### config.mk
export PLATFORM = sky130hd
export DESIGN_NAME = bp_perf_mon
export DESIGN_NICKNAME = d
export VERILOG_FILES = /design/src/rtl/bp_perf_pkg.sv /design/src/rtl/bp_perf_mon_sat_counter.sv /design/src/rtl/bp_perf_mon.sv
export SDC_FILE = /design/constraint.sdc
export NUM_CORES = 1
export LEC_CHECK = 0
export CAP_MARGIN = 20
export CELL_PAD_IN_SITES_DETAIL_PLACEMENT = 1
export CELL_PAD_IN_SITES_GLOBAL_PLACEMENT = 1
export CORE_MARGIN = 2
export CORE_UTILIZATION = 41
export CTS_BUF_LIST = sky130_fd_sc_hd__clkbuf_16
export CTS_CLUSTER_SIZE = 12
export DETAILED_ROUTE_END_ITERATION = 16
export PLACE_DENSITY = 0.88
export SYNTH_ARGS = -nofsm -noshare
export SYNTH_HDL_FRONTEND = slang
export SYNTH_HIERARCHICAL = 1
export SYNTH_SLANG_ARGS = --single-unit
### constraint.sdc
create_clock -name i_clk -period 3.1 [get_ports i_clk]
set_input_delay 0.31 -clock i_clk [delete_from_list [all_inputs] [get_ports i_clk]]
set_output_delay 0.31 -clock i_clk [all_outputs]
set_load 0.03 [all_outputs]
### src/rtl/bp_perf_pkg.sv
// Shared types and constants for the branch-predictor performance monitor.
// Holds the FSM state enum, read-selector enum, default widths and ID word.
package bp_perf_pkg;

    localparam int          CNT_W_DEF    = 32;
    localparam int          STREAK_W_DEF = 16;
    localparam logic [31:0] PERF_ID      = 32'hB9E5_0001;

    typedef enum logic [1:0] {
        ST_RUN    = 2'd0,
        ST_FROZEN = 2'd1,
        ST_CLEAR  = 2'd2
    } state_e;

    typedef enum logic [2:0] {
        SEL_CYC    = 3'd0,
        SEL_RET    = 3'd1,
        SEL_BR     = 3'd2,
        SEL_MP     = 3'd3,
        SEL_LASTPC = 3'd4,
        SEL_MAXSTR = 3'd5,
        SEL_STATUS = 3'd6,
        SEL_ID     = 3'd7
    } sel_e;

endpackage

### src/rtl/bp_perf_mon_sat_counter.sv
// Saturating up-counter with synchronous clear.
// Ports: i_clk, i_reset, i_clr (zero), i_inc (count up), o_cnt (value).
module sat_counter #(
    parameter int W = 32
) (
    input  logic         i_clk,
    input  logic         i_reset,
    input  logic         i_clr,
    input  logic         i_inc,
    output logic [W-1:0] o_cnt
);

    logic [W-1:0] r_cnt;

    always_ff @(posedge i_clk) begin
        if (i_reset || i_clr) begin
            r_cnt <= '0;
        end else if (i_inc && (r_cnt != {W{1'b1}})) begin
            r_cnt <= r_cnt + W'(1);
        end
    end

    assign o_cnt = r_cnt;

endmodule

### src/rtl/bp_perf_mon.sv
// Branch-predictor performance monitor: cycle/retire/branch/mispredict
// counters, mispredict streaks, last mispredict PC and a 1-cycle read port.
// Ports: i_clk, i_reset (sync, high), i_insn_vld/i_ctrl/i_mispred/i_pc_debug
// (retire events), i_clear, i_freeze, i_rd_req/i_rd_sel -> o_rd_valid,
// o_rd_data, o_proto_err (sticky mispredict-without-control flag).
module bp_perf_mon
    import bp_perf_pkg::*;
#(
    parameter int CNT_W    = CNT_W_DEF,
    parameter int STREAK_W = STREAK_W_DEF
) (
    input  logic        i_clk,
    input  logic        i_reset,
    input  logic        i_insn_vld,
    input  logic        i_ctrl,
    input  logic        i_mispred,
    input  logic [31:0] i_pc_debug,
    input  logic        i_clear,
    input  logic        i_freeze,
    input  logic        i_rd_req,
    input  logic [2:0]  i_rd_sel,
    output logic        o_rd_valid,
    output logic [31:0] o_rd_data,
    output logic        o_proto_err
);

    localparam int CXW = (CNT_W > 32) ? CNT_W : 32;
    localparam int SXW = (STREAK_W > 32) ? STREAK_W : 32;

    state_e               r_state;
    logic [31:0]          r_last_pc;
    logic [STREAK_W-1:0]  r_max_streak;

    logic                 w_clr;
    logic                 w_run;
    logic                 w_ret_ev;
    logic                 w_br_ev;
    logic                 w_mp_ev;
    logic                 w_ok_ev;
    logic                 w_proto;
    logic [CNT_W-1:0]     w_cyc;
    logic [CNT_W-1:0]     w_ret;
    logic [CNT_W-1:0]     w_br;
    logic [CNT_W-1:0]     w_mp;
    logic [STREAK_W-1:0]  w_cur;
    logic [CXW-1:0]       w_cyc_x;
    logic [CXW-1:0]       w_ret_x;
    logic [CXW-1:0]       w_br_x;
    logic [CXW-1:0]       w_mp_x;
    logic [SXW-1:0]       w_max_x;
    logic [31:0]          w_rd_mux;

    // A clear request wipes statistics at once; the event that came with
    // it is dropped because counting requires a non-clearing RUN cycle.
    assign w_clr    = (r_state == ST_CLEAR) || i_clear;
    assign w_run    = (r_state == ST_RUN) && !i_clear && !i_freeze;
    assign w_ret_ev = w_run && i_insn_vld;
    assign w_br_ev  = w_ret_ev && i_ctrl;
    assign w_mp_ev  = w_br_ev && i_mispred;
    assign w_ok_ev  = w_br_ev && !i_mispred;
    assign w_proto  = i_insn_vld && !i_ctrl && i_mispred;

    sat_counter #(.W(CNT_W)) u_cyc (
        .i_clk   (i_clk),
        .i_reset (i_reset),
        .i_clr   (w_clr),
        .i_inc   (w_run),
        .o_cnt   (w_cyc)
    );

    sat_counter #(.W(CNT_W)) u_ret (
        .i_clk   (i_clk),
        .i_reset (i_reset),
        .i_clr   (w_clr),
        .i_inc   (w_ret_ev),
        .o_cnt   (w_ret)
    );

    sat_counter #(.W(CNT_W)) u_br (
        .i_clk   (i_clk),
        .i_reset (i_reset),
        .i_clr   (w_clr),
        .i_inc   (w_br_ev),
        .o_cnt   (w_br)
    );

    sat_counter #(.W(CNT_W)) u_mp (
        .i_clk   (i_clk),
        .i_reset (i_reset),
        .i_clr   (w_clr),
        .i_inc   (w_mp_ev),
        .o_cnt   (w_mp)
    );

    sat_counter #(.W(STREAK_W)) u_cur (
        .i_clk   (i_clk),
        .i_reset (i_reset),
        .i_clr   (w_clr || w_ok_ev),
        .i_inc   (w_mp_ev),
        .o_cnt   (w_cur)
    );

    // The streak only grows by one, and never exceeds the recorded
    // maximum, so a new maximum appears exactly when they are equal.
    always_ff @(posedge i_clk) begin
        if (i_reset || w_clr) begin
            r_max_streak <= '0;
        end else if (w_mp_ev && (w_cur == r_max_streak)
                     && (r_max_streak != {STREAK_W{1'b1}})) begin
            r_max_streak <= r_max_streak + STREAK_W'(1);
        end
    end

    always_ff @(posedge i_clk) begin
        if (i_reset || w_clr) begin
            r_last_pc <= '0;
        end else if (w_mp_ev) begin
            r_last_pc <= i_pc_debug;
        end
    end

    // A protocol error seen in the same cycle as a clear still sticks.
    always_ff @(posedge i_clk) begin
        if (i_reset) begin
            o_proto_err <= 1'b0;
        end else if (w_proto) begin
            o_proto_err <= 1'b1;
        end else if (w_clr) begin
            o_proto_err <= 1'b0;
        end
    end

    always_ff @(posedge i_clk) begin
        if (i_reset) begin
            r_state <= ST_CLEAR;
        end else begin
            unique case (r_state)
                ST_CLEAR: begin
                    r_state <= i_freeze ? ST_FROZEN : ST_RUN;
                end
                ST_RUN: begin
                    if (i_clear) begin
                        r_state <= ST_CLEAR;
                    end else if (i_freeze) begin
                        r_state <= ST_FROZEN;
                    end
                end
                ST_FROZEN: begin
                    if (i_clear) begin
                        r_state <= ST_CLEAR;
                    end else if (!i_freeze) begin
                        r_state <= ST_RUN;
                    end
                end
                default: begin
                    r_state <= ST_CLEAR;
                end
            endcase
        end
    end

    assign w_cyc_x = CXW'(w_cyc);
    assign w_ret_x = CXW'(w_ret);
    assign w_br_x  = CXW'(w_br);
    assign w_mp_x  = CXW'(w_mp);
    assign w_max_x = SXW'(r_max_streak);

    always_comb begin
        w_rd_mux = '0;
        case (sel_e'(i_rd_sel))
            SEL_CYC:    w_rd_mux = w_cyc_x[31:0];
            SEL_RET:    w_rd_mux = w_ret_x[31:0];
            SEL_BR:     w_rd_mux = w_br_x[31:0];
            SEL_MP:     w_rd_mux = w_mp_x[31:0];
            SEL_LASTPC: w_rd_mux = r_last_pc;
            SEL_MAXSTR: w_rd_mux = w_max_x[31:0];
            SEL_STATUS: w_rd_mux = {28'b0, o_proto_err, r_state, i_freeze};
            SEL_ID:     w_rd_mux = PERF_ID;
            default:    w_rd_mux = '0;
        endcase
    end

    always_ff @(posedge i_clk) begin
        if (i_reset) begin
            o_rd_valid <= 1'b0;
            o_rd_data  <= '0;
        end else begin
            o_rd_valid <= i_rd_req;
            if (i_rd_req) begin
                o_rd_data <= w_rd_mux;
            end
        end
    end

endmodule

==> impl_metrics.py <==
metrics = {
    "outcome": {
        "status": "finished, final reports clean",
    },
    "clocking": {
        "postCtsHoldBufs": 0,
        "cts_buffer_depth": 3,
        "root_buffer": "clkbuf_16",
        "post_cts_buffers": 0,
        "insertion_delay_ps": 550,
        "cts-htree-levels": 1,
        "cts_resized": 0,
        "path_clk_slew_ps": 60,
        "cts_buffers": 27,
        "cts_tree": "done",
        "clock_sinks": 228,
    },
    "power": {
        "swShare": 0.246,
        "p_per_area_nw_per_um2": 452,
        "p_comb_frac": 0.065,
        "vdd_drop_max_mv": 0.405,
        "power.internal_mw": 4.83,
        "p_switching_mw": 1.58,
        "p_leak_nw": 4.11,
        "p_clk_frac": 0.473,
        "pwr-share-seq": 0.462,
    },
    "logic_synthesis": {
        "synth_edf_count": 0,
        "syn-num-nets": 1559,
        "avgSynthCellArea_sq_um": 8.23,
        "yosysSeqAreaShare": 0.367,
        "synth_ff_type": "dfxtp_1",
        "ys_seq_elements": 228,
        "yosysWarnings": 6,
        "async_flop_share": 0,
        "netlist_instances": 1510,
        "synth_area_sq_um": 12400,
        "ys_types": 72,
    },
    "die": {
        "ios": 77,
        "row_count": 63,
        "floorplan.die_area_sq_um": 31700,
        "fp.dieW_um": 178,
        "core_sq_um": 29700,
        "die_h_um": 178,
        "start_util": 0.418,
    },
    "sta": {
        "tns_ps": 0,
        "setup_viol": 0,
        "fmax_ghz": 0.380,
        "fin_crit_sh": 0.849,
        "finClkSkew_ps": 19.4,
        "fin_ws_ps": 468,
        "max_slew_margin": 0.371,
        "slew_violations": 0,
        "worst_pin_slew_ps": 943,
        "rsz0062_at_grt": "false",
        "hold_violations": 0,
        "min_period_ps": 2630,
    },
    "setup_path": {
        "worst-path-max-fanout": 24,
        "arrival_ps": 3100,
        "critPathRequiredTime_ps": 3560,
        "timing.rr.end": "u_mp/o_cnt[14]$_SDFFE_PP0P_",
        "critPathLaunch": "r_state[1]$_SDFFE_PP1P_",
        "setup.worst_path.end_class": "register",
        "endpoint": "u_mp/o_cnt[14]$_SDFFE_PP0P_",
        "reg2reg_depth": 10,
        "rr_startpoint": "r_state[1]$_SDFFE_PP1P_",
        "critPathKind": "register to register",
        "rrSetupSlack_ps": 470,
        "cp-start-kind": "register",
    },
    "routing": {
        "ant_nets": 0,
        "drc": 0,
        "drt-vias-per-instance": 6.30,
        "routed_wl_um": 42200,
        "avgRoutedWirePerCell_um": 21.6,
        "initialDrtViolationCount": 872,
        "vias": 12300,
        "dr.pass1.iters": 5,
    },
    "global_routing": {
        "grt_max_degree": 37,
        "grt_first_pass_wirelength_um": 66900,
        "grt_pass1_vias": 12300,
        "antenna_found_initial": 1,
        "globalRouteOverflowTotal": 0,
        "grt_usage": 0.263,
    },
    "placement": {
        "placed_cell_area_sq_um": 13400,
        "portBuffers": 76,
        "dp_slack_ps": 145,
        "post-dp-hpwl_um": 30500,
        "place_congestion": 0.910,
    },
    "finish": {
        "final_cell_mix": "dfxtp_1 (228), a21oi_1 (213), nand2_1 (161)",
        "syn_to_final_growth_pct": 14.0,
        "final_common_cell": "dfxtp_1",
        "final_cell_area_sq_um": 14200,
        "drive_gt1_frac": 0.119,
        "nNetsFinal": 1598,
    },
    "min_path": {
        "worstHoldPathType": "input pin to register",
    },
    "run": {
        "drv_cap": 0,
    },
}
synthesized netlist by cell type, types with 5 or more instances:
cell type | instances | area (sq um)
o221ai_1 | 22 | 193
or3_2 | 16 | 120
nor2b_1 | 10 | 62.6
nor2_1 | 50 | 188
o211ai_1 | 23 | 173
o31ai_4 | 8 | 170
and4_1 | 20 | 175
or2_2 | 5 | 31.3
nand2_2 | 8 | 50.1
a31oi_1 | 5 | 31.3
nand4_2 | 5 | 62.6
dfxtp_1 | 228 | 4560
nor3_1 | 6 | 30.0
and4_4 | 8 | 90.1
a41o_1 | 5 | 50.1
a221oi_1 | 7 | 61.3
mux2i_1 | 30 | 300
or4_4 | 5 | 56.3
and3_4 | 6 | 67.6
a21oi_1 | 213 | 1070
and3_1 | 6 | 37.5
o31ai_1 | 42 | 315
ha_1 | 6 | 75.1
nand2_1 | 161 | 604
clkbuf_1 | 58 | 218
o21ai_1 | 36 | 180
xnor2_1 | 15 | 131
buf_1 | 9 | 33.8
or3_1 | 69 | 432
or4_1 | 42 | 315
o21ai_0 | 60 | 300
and2_1 | 9 | 56.3
o22ai_1 | 9 | 56.3
buf_6 | 17 | 191
inv_1 | 52 | 195
a21oi_2 | 28 | 245
xor2_1 | 15 | 131
nand4_1 | 42 | 263
and3_2 | 8 | 60.1
nand2b_1 | 32 | 200
nand3_1 | 56 | 280
metal layers:
layer	share of wire	track usage	up-vias
met4	0.042	0.104	0
met5	0	0	-
met2	0.49	0.455	369
met3	0.049	0.0354	96
li1	-	-	5698
met1	0.42	0.330	6178
kinds of logic after synthesis:
family,after synthesis,share of synthesized area
and+or+nand+nor,586,0.272
xor gates and xnor gates,30,0.0211
muxes,30,0.0242
adders and majority gates,6,0.00604
AOI/OAI and AO/OA,484,0.253
DFF,228,0.367
buffers and inverters,146,0.0565
stage by stage:
| step | util | power [mW] | hold WS (ps) | instances |
|---|---|---|---|---|
| floorplan | - | 3.25 | 422 | 1510 |
| CTS | 0.477 | 6.45 | 210 | 1958 |
| finish | 0.477 | 6.41 | 249 | 1959 |
| detailed placement | 0.449 | 3.43 | 447 | 1910 |
| global placement | 0.449 | 3.42 | 445 | 1910 |
| global route | 0.477 | 6.60 | 232 | 1958 |
sequential cells by signal, indices dropped and copies added, names as in the netlist:
name / cells
u_ret/o_cnt: 32
r_max_streak: 16
o_proto_err: 1
u_br/o_cnt: 32
r_state: 2
u_mp/o_cnt: 32
u_cyc/o_cnt: 32
u_cur/o_cnt: 16
o_rd_data: 32
r_last_pc: 32
o_rd_valid: 1
worst min-delay path by stage:
stage / start / endpoint / cells past startpoint
after floorplan: i_freeze / r_state[0]$_SDFFE_PP0P_ / 2
after global placement: r_last_pc[1]$_SDFFE_PP0P_ / r_last_pc[1]$_SDFFE_PP0P_ / 2
after detailed placement: r_last_pc[24]$_SDFFE_PP0P_ / r_last_pc[24]$_SDFFE_PP0P_ / 2
after CTS: i_reset / o_rd_data[2]$_SDFFE_PP0P_ / 2
after global routing: i_reset / o_rd_data[2]$_SDFFE_PP0P_ / 2
final: i_reset / o_rd_data[2]$_SDFFE_PP0P_ / 2
power by group through the flow:
stage                     combinational, mW  clock (mW)  sequential [mW]
after floorplan                       0.204           0             3.05
after global placement                0.399           0             3.02
after detailed placement              0.407           0             3.03
after CTS                             0.411        3.08             2.96
after global routing                  0.439        3.20             2.96
final                                 0.416        3.03             2.96
critical path, stage by stage, from the launching register on:
cell,delay [ps]
dfxtp_1,360
nor4_2,320
and2_2,210
nand2_1,100
clkinv_2,130
nand2_4,70
clkinv_2,150
buf_4,280
o31ai_4,260
or4_1,520
a21oi_1,150
layout make-up:
type / instances / area (sq um)
Fill cell: 3601 / 15500
Multi-Input combinational cell: 1136 / 7170
Sequential cell: 228 / 4560
Timing Repair Buffer: 101 / 923
Clock buffer: 27 / 676
Tap cell: 390 / 488
Inverter: 55 / 209
Clock inverter: 21 / 146
Antenna cell: 1 / 2.50
Power figures use the tool's default switching activity.
